==> src/rtl/arcade_input_ctrl.sv <==
// Player-input conditioner: maps hps_io joystick words to per-player controls with coin pulse shaping.
// Optional autofire on button 0 is built when ARCADE_INPUT_AUTOFIRE_EN is defined.
module arcade_input_ctrl #(
  parameter int unsigned PLAYERS      = 2,
  parameter int unsigned BTNS         = 1,
  parameter int unsigned COIN_PULSE   = 16,
  parameter int unsigned AUTOFIRE_DIV = 200000
) (
  input  logic                    clk_sys,
  input  logic                    reset,
  input  logic [16*PLAYERS-1:0]   joystick,
  input  logic                    merge_mode,
  input  logic                    cocktail_swap,
  input  logic                    coin_from_start,
  input  logic [PLAYERS-1:0]      autofire_en,
  output logic [4*PLAYERS-1:0]    dir,
  output logic [BTNS*PLAYERS-1:0] btn,
  output logic [PLAYERS-1:0]      start,
  output logic [PLAYERS-1:0]      coin
);

  localparam int unsigned CW = $clog2(COIN_PULSE + 1);
  localparam logic [CW-1:0] CNT_LOAD = CW'(COIN_PULSE - 1);

  typedef enum logic [1:0] {S_IDLE, S_PULSE, S_GAP} coin_state_e;

  logic [15:0] word [PLAYERS];
  logic [15:0] src  [PLAYERS];
  logic [15:0] merged;
  logic [PLAYERS-1:0] req;
  logic [PLAYERS-1:0] unused_hi;

  logic [4*PLAYERS-1:0]    dir_q,   dir_d;
  logic [BTNS*PLAYERS-1:0] btn_q,   btn_d;
  logic [PLAYERS-1:0]      start_q, start_d;
  logic [PLAYERS-1:0]      coin_q,  coin_d;
  logic [PLAYERS-1:0]      req_prev_q, req_prev_d;
  coin_state_e             state_q [PLAYERS];
  coin_state_e             state_d [PLAYERS];
  logic [CW-1:0]           cnt_q   [PLAYERS];
  logic [CW-1:0]           cnt_d   [PLAYERS];

  always_comb begin
    merged = '0;
    for (int unsigned i = 0; i < PLAYERS; i++) merged = merged | joystick[16*i +: 16];
  end

  // Swap only exists for players 0/1 and only when a second player is present.
  for (genvar n = 0; n < PLAYERS; n++) begin : g_src
    assign word[n] = joystick[16*n +: 16];
    if (PLAYERS > 1 && n < 2) begin : g_sw
      assign src[n] = merge_mode ? merged : (cocktail_swap ? word[1-n] : word[n]);
    end else begin : g_ns
      assign src[n] = merge_mode ? merged : word[n];
    end
    assign unused_hi[n] = ^src[n][15:6+BTNS];
  end

`ifdef ARCADE_INPUT_AUTOFIRE_EN
  localparam int unsigned AFW = $clog2(AUTOFIRE_DIV);
  localparam logic [AFW-1:0] AF_MAX = AFW'(AUTOFIRE_DIV - 1);

  logic [AFW-1:0] af_cnt_q, af_cnt_d;
  logic           phase_q,  phase_d;

  always_comb begin
    af_cnt_d = af_cnt_q + 1'b1;
    phase_d  = phase_q;
    if (af_cnt_q == AF_MAX) begin
      af_cnt_d = '0;
      phase_d  = ~phase_q;
    end
  end

  always_ff @(posedge clk_sys or posedge reset) begin
    if (reset) begin
      af_cnt_q <= '0;
      phase_q  <= 1'b1;
    end else begin
      af_cnt_q <= af_cnt_d;
      phase_q  <= phase_d;
    end
  end
`else
  logic unused_af;
  assign unused_af = ^autofire_en;
`endif

  always_comb begin
    dir_d      = '0;
    btn_d      = '0;
    start_d    = '0;
    req        = '0;
    coin_d     = coin_q;
    req_prev_d = req_prev_q;
    for (int unsigned n = 0; n < PLAYERS; n++) begin
      state_d[n] = state_q[n];
      cnt_d[n]   = cnt_q[n];

      dir_d[4*n +: 4] = {src[n][3] & ~src[n][2], src[n][2] & ~src[n][3],
                         src[n][1] & ~src[n][0], src[n][0] & ~src[n][1]};
      btn_d[BTNS*n +: BTNS] = src[n][4 +: BTNS];
`ifdef ARCADE_INPUT_AUTOFIRE_EN
      if (autofire_en[n]) btn_d[BTNS*n] = src[n][4] & phase_q;
`endif
      start_d[n] = src[n][4+BTNS];

      req[n]        = src[n][5+BTNS] | (coin_from_start & src[n][4+BTNS]);
      req_prev_d[n] = req[n];

      // Edges seen outside IDLE are intentionally lost rather than queued.
      case (state_q[n])
        S_IDLE: begin
          if (req[n] && !req_prev_q[n]) begin
            state_d[n] = S_PULSE;
            cnt_d[n]   = CNT_LOAD;
            coin_d[n]  = 1'b1;
          end
        end
        S_PULSE: begin
          if (cnt_q[n] == '0) begin
            state_d[n] = S_GAP;
            cnt_d[n]   = CNT_LOAD;
            coin_d[n]  = 1'b0;
          end else begin
            cnt_d[n] = cnt_q[n] - 1'b1;
          end
        end
        S_GAP: begin
          if (cnt_q[n] == '0) state_d[n] = S_IDLE;
          else                cnt_d[n]   = cnt_q[n] - 1'b1;
        end
        default: begin
          state_d[n] = S_IDLE;
          cnt_d[n]   = '0;
          coin_d[n]  = 1'b0;
        end
      endcase
    end
  end

  always_ff @(posedge clk_sys or posedge reset) begin
    if (reset) begin
      dir_q      <= '0;
      btn_q      <= '0;
      start_q    <= '0;
      coin_q     <= '0;
      req_prev_q <= '1;
      for (int unsigned n = 0; n < PLAYERS; n++) begin
        state_q[n] <= S_IDLE;
        cnt_q[n]   <= '0;
      end
    end else begin
      dir_q      <= dir_d;
      btn_q      <= btn_d;
      start_q    <= start_d;
      coin_q     <= coin_d;
      req_prev_q <= req_prev_d;
      for (int unsigned n = 0; n < PLAYERS; n++) begin
        state_q[n] <= state_d[n];
        cnt_q[n]   <= cnt_d[n];
      end
    end
  end

  assign dir   = dir_q;
  assign btn   = btn_q;
  assign start = start_q;
  assign coin  = coin_q;

endmodule

==> config.mk <==
export PLATFORM = sky130hd
export DESIGN_NAME = arcade_input_ctrl
export DESIGN_NICKNAME = d
export VERILOG_FILES = /design/src/rtl/arcade_input_ctrl.sv
export SDC_FILE = /design/constraint.sdc
export NUM_CORES = 1
export LEC_CHECK = 0
export ABC_AREA = 1
export CAP_MARGIN = 0
export CORE_ASPECT_RATIO = 0.9
export CORE_MARGIN = 10
export CORE_UTILIZATION = 45
export CTS_CLUSTER_DIAMETER = 50
export DETAILED_ROUTE_END_ITERATION = 8
export MAX_ROUTING_LAYER = met4
export PLACE_DENSITY = 0.88
export RECOVER_POWER = 50
export SLEW_MARGIN = 20
export SYNTH_ARGS = -nofsm -noshare
export SYNTH_HDL_FRONTEND = slang
export SYNTH_SLANG_ARGS = --single-unit
export TNS_END_PERCENT = 30
==> constraint.sdc <==
create_clock -name clk_sys -period 1.5 [get_ports clk_sys]
set_input_delay 0.15 -clock clk_sys [delete_from_list [all_inputs] [get_ports clk_sys]]
set_output_delay 0.15 -clock clk_sys [all_outputs]
set_load 0.01 [all_outputs]
**After elaboration in Yosys (flattened, before gate mapping)**

Cells that the tools add are included.

- Word-level logic and storage cells: 87
- Flip-flop bits (word level): 30
- Input bits: 39

- Bitwise operators: 23
- Reductions and logical operators: 14
- $add $sub $neg: 2
- Equality and inequality tests: 12
- Multiplexer cells: 26

Operators with widths:

| cell | count |
|---|---|
| $mux W5 | 6 |
| $pmux W5 S3 | 2 |
| $mux W7 | 4 |
| $ne A2 B2 Y1 const B | 8 |
| $mux W2 | 6 |
| $pmux W2 S3 | 2 |
| $reduce_and A3 Y1 | 4 |
| $and A1 B1 Y1 | 10 |
| $logic_not A5 Y1 | 2 |
| $not A1 Y1 | 10 |
| $sub A5 B1 Y5 const B | 2 |
| $or A7 B7 Y7 | 1 |
| $pmux W1 S3 | 2 |
| $eq A2 B1 Y1 const B | 2 |
| $eq A2 B2 Y1 const B | 2 |
| $logic_not A2 Y1 | 2 |
| $mux W1 | 4 |
| $reduce_and A2 Y1 | 2 |
| $logic_and A1 B1 Y1 | 2 |
| $logic_not A1 Y1 | 2 |
| $or A1 B1 Y1 | 2 |

**Logic depth before layout (Yosys ltp)**

- Depth in word-level cells: 7
- Mapped depth: 11

**Worst setup path before layout**

OpenSTA, ideal clock, no wires.

- Path type: reg2reg
- Start point: reg cnt_q[5] (netlist bit)
- End point: reg cnt_q[9] (netlist bit)
- Arrival time: 1,122 ps
- Path buffers: 0
- Required time: 1,383 ps
- Path slack: 261 ps
- Cell stages (with the launch flop): 8
- Cells stage by stage: dfrtp_1 inv_1 ha_1 nand3_2 a21oi_1 a21oi_1 nand3_1 nand2_1

- Longest elaborated chain between the ends: 3
- Elaborated cells on any way between the ends: 7

Ends and longest elaborated chain:

| element | line | RTL |
|---|---|---|
| from (decl) | 40 | `logic [CW-1:0] cnt_q [PLAYERS];` |
| from (signal, indexed assignment) | 161 | `cnt_q[n] <= cnt_d[n];` |
| $sub A5 B1 Y5 or $logic_not A5 Y1 (tied branches) | -- |  |
| $mux W5 (tied with other cells) | 130 | `if (cnt_q[n] == '0) state_d[n] = S_IDLE;` |
| $pmux W5 S3 or $reduce_and A2 Y1 (tied branches) | -- |  |

Several ways; a longest one is shown, not always the timed one. The select of a mux whose other input is x is not followed.
A chain may end at the register's enable or synchronous reset.

==> summary by stage <==
Status
The flow ran to the end, and the final reports show no timing, DRC or antenna violations.

Detailed routing
The average wire per standard cell is 12.2 µm. The via-per-instance ratio is just under 5. The routed metal-1 wire length is 1520 µm.

Detailed routing placed a total of 1850 µm of wire on met2. The vias after detailed routing is 1,509. The met3 routed wirelength is 362 µm. Wires add up to 3790 µm. The uppermost layer routed is met4. Once detail routing completed, the nets flagged for antenna violations numbered 0. The first-pass iteration count of the detailed router is 4.

The post-route DRC violation count is 0. After the first detailed-routing iteration, the DRC count stood at 187.

STA
The worst slew margin relative to its limit is about 53%. Hold is met by 0.445 ns. For the final database, setup skew stands at 0.00604 ns. The time the worst path needs with I/O delays and setup is 1.42 ns.

The count of final max-slew check failures is 0. The slew of the pin with the lowest slew margin is 0.703 ns. Setup violations remaining at the end of the flow were counted as 0. The number of hold violations in the final report came to 0. For this run, the top clock speed supported by timing is 0.703 GHz. Of the available clock period, the critical path in the final layout requires 94.8%.

Placed design
The sum of net half-perimeters after detailed placement is about 2700 µm. The placed cell area is 2050 µm². The congestion estimate from routability-driven global placement came to 0.866.

The quantity of I/O buffers inserted on ports is 32. The number of placed cells counting well taps is 303.

Floorplan
The floorplan has 20 rows. The placeable core area is 3430 µm². The die covers 6460 µm².

The vertical extent of the die is 77.2 µm. Once the floorplan was initialized, standard cells occupied 47.8% of the core. The I/O pin total is between 50 and 60. The overall die width is 83.6 µm.

Cells and area
In the final layout, the share of cells above drive strength 1 is 14.2%. From synthesis to final layout, the design area changed by 32.2%. In the final design database the tool counted roughly 310 nets. With fillers left out, the area of the finished cells amounts to 2170 µm². Excluding fillers, the count of instances in the completed layout stands at 311. In the layout the commonest cells are nand2_1, inv_1, clkdlybuf4s50_1. Measured on the finished design, the core utilization comes to approximately 63%. The most common library cell in the layout ignoring fill and taps is nand2_1.

Counting the fill cells in the layout gives 260. The number of antenna cells inserted is 0.

GRT
Global routing used 11.9% of the available tracks. The number of global-route vias before repair is 1,489. The wire length of the first global-routing pass is 6340 µm. Entering global routing, the biggest net connects 31 pins. After global routing the overflow that remains totals 0. The initial antenna violation count was 0.

Critical path
Counting cells, the worst reg-to-reg path comes to 8. The worst setup path is launched from an input pin. The delay of the slowest cell on the worst path is approximately 0.59 ns. The terminus of the critical flop-to-flop path is cnt_q[9]. The most common cell type on the critical path is nand2_1.

Across all register-to-register paths, the minimum setup slack is 0.10 ns. The kind of cell with the highest combined delay along the critical path is simple AND/OR/NAND/NOR gates. The data arrival time of the worst path is 1.59 ns. The number of buffer and inverter instances along the worst setup path is 2. Walking the worst path, the cells encountered are dlygate4sd3_1 > inv_1 > nand2_1 > nand2_1 > nand2_1 > nand2_1 > nand2_2 > nand2_2 > nand2_4 > nand2_4 > nand2_1 > nand2_1. The slowest stage of the critical path belongs to the cell dlygate4sd3_1. The worst register-to-register path begins at cnt_q[5]. The critical path required time is between 1.5 and 2 ns. Along the worst path, the maximum fanout reaches 7. STA classifies the critical path endpoint as a register. The type of the setup path with the least slack is in -> reg.

CTS
The number of gates resized after CTS was 0. The TritonCTS sink count is 30. The CTS tree is done. The H-tree depth is 2. CTS placed an instance of clkbuf_8 at the clock tree root. For the worst-skew pair, the clock arrives at the later sink with an insertion delay of 0.28 ns. After clock tree synthesis, the clock-pin slew on the worst setup and hold paths is 0.06 ns. Clock tree synthesis inserted a total of 5 buffers. The hold-fix buffer count after cts is 0. The number of buffers on the longest clock path is 2.

The post-CTS setup buffer count is 0.

Yosys
The number of warnings issued by yosys is 0. The unique cell type count in the Yosys netlist is 16. The synthesized netlist occupies a cell area of 1640 µm².

The post-synth net total is 264. The mean instance size in the synthesized netlist is 7.34 µm². The synthesized design devotes to its leading area cell type 42.8% of total area.

Sequential cells were found to cover between 40% and 50% of the synthesized design area. The register bit total from synthesis is 30. The biggest area contributor in the post-synthesis netlist is dfrtp_1.

The synthesized instance count is 223. In the post-synthesis netlist, the biggest area contributors are dfrtp_1, nand2_1, inv_1, nor2_1, nand3_1.

Hold path
In this run the worst hold path is classified as in -> reg. The startpoint of the lowest-slack hold path is joystick[20]. The worst hold path passes through 3 cells. The worst-case hold path end point is btn[1].

Pwr
VDD sags by at most 0.892 mV. In this run the static leakage power is 1.17 nW. The total power per unit cell area is 1620 nW/µm².

Job
The number of maximum-capacitance violations is 0.
==> logic make-up (layout without fill, tap and decap cells) <==
family | after synthesis | in the layout | share of synthesized area (%)
fa+ha+maj | 2 | 2 | 1.53
buf+inv | 47 | 91 | 10.9
flops | 30 | 30 | 46.0
xor+xnor | 2 | 2 | 1.07
compound gates | 18 | 18 | 6.26
simple gates | 124 | 124 | 34.2
==> Yosys cell counts (all sizes together) <==
| cell type | number |
|---|---|
| xnor2 | 2 |
| buf | 2 |
| inv | 45 |
| a21oi | 4 |
| o22ai | 10 |
| nor2 | 32 |
| nand3 | 18 |
| dfstp | 2 |
| nand2 | 74 |
| o21ai | 4 |
| ha | 2 |
| dfrtp | 28 |
==> worst max path at each step <==
| stage | slack (ns) | depth (start not counted) | start | to |
|---|---|---|---|---|
| after detailed placement | -0.1 | 12 | merge_mode | cnt_q[9] |
| after CTS | 0.07 | 7 | cnt_q[5] | cnt_q[9] |
| after floorplan | 0.26 | 7 | cnt_q[5] | cnt_q[9] |
| after global routing | -0.02 | 10 | merge_mode | cnt_q[7] |
| final | 0.08 | 12 | merge_mode | cnt_q[9] |
| after global placement | -0.03 | 12 | merge_mode | cnt_q[9] |
==> routing by layer <==
layer / vias to the layer above / track usage, %
met5: - / -
met4: 0 / 4.35
met3: 7 / 6.76
met2: 55 / 19.5
met1: 687 / 11.7
li1: 760 / -
==> stage by stage <==
step                      TNS, ns  power, mW  setup slack (ns)
after global routing      -0.0387       3.80           -0.0160
after global placement     -0.112       2.68           -0.0256
after detailed placement   -0.660       2.74           -0.0999
final                           0       3.51            0.0783
after floorplan                 0       2.29             0.261
after CTS                       0       3.43            0.0704
==> sequential cells by signal (all words and copies together), names as in the netlist <==
name	count
btn	2
cnt_q	10
coin	2
dir	8
req_prev_q	2
start	2
state_q	4
==> report_power, final <==
part | total [mW] | switching, mW | internal [mW]
sequential | 1.24 | 0.196 | 1.05
clock | 0.674 | 0.304 | 0.369
combinational | 1.59 | 0.925 | 0.669
total | 3.51 | 1.43 | 2.09
==> worst reg2reg max path: stages (launching register included) <==
cell and delay, ns:
dfrtp_1 0.39, inv_1 0.16, ha_4 0.18, nand3_4 0.11, inv_1 0.12, nand2_2 0.13
nand2_4 0.14, nand2_1 0.06, nand2_1 0.06
==> layout make-up <==
| class | instances | area, µm² | share of cell area [%] |
|---|---|---|---|
| flip-flops and latches | 30 | 753 | 34.8 |
| clock buffers | 7 | 86.3 | 3.99 |
| multi-input cells | 146 | 734 | 33.9 |
| clock inverters | 1 | 5.00 | 0.231 |
| well taps | 44 | 55.1 | 2.54 |
| inverters | 45 | 169 | 7.80 |
| repair buffers | 38 | 363 | 16.8 |
Note: power is estimated with default switching activity, not from simulation.
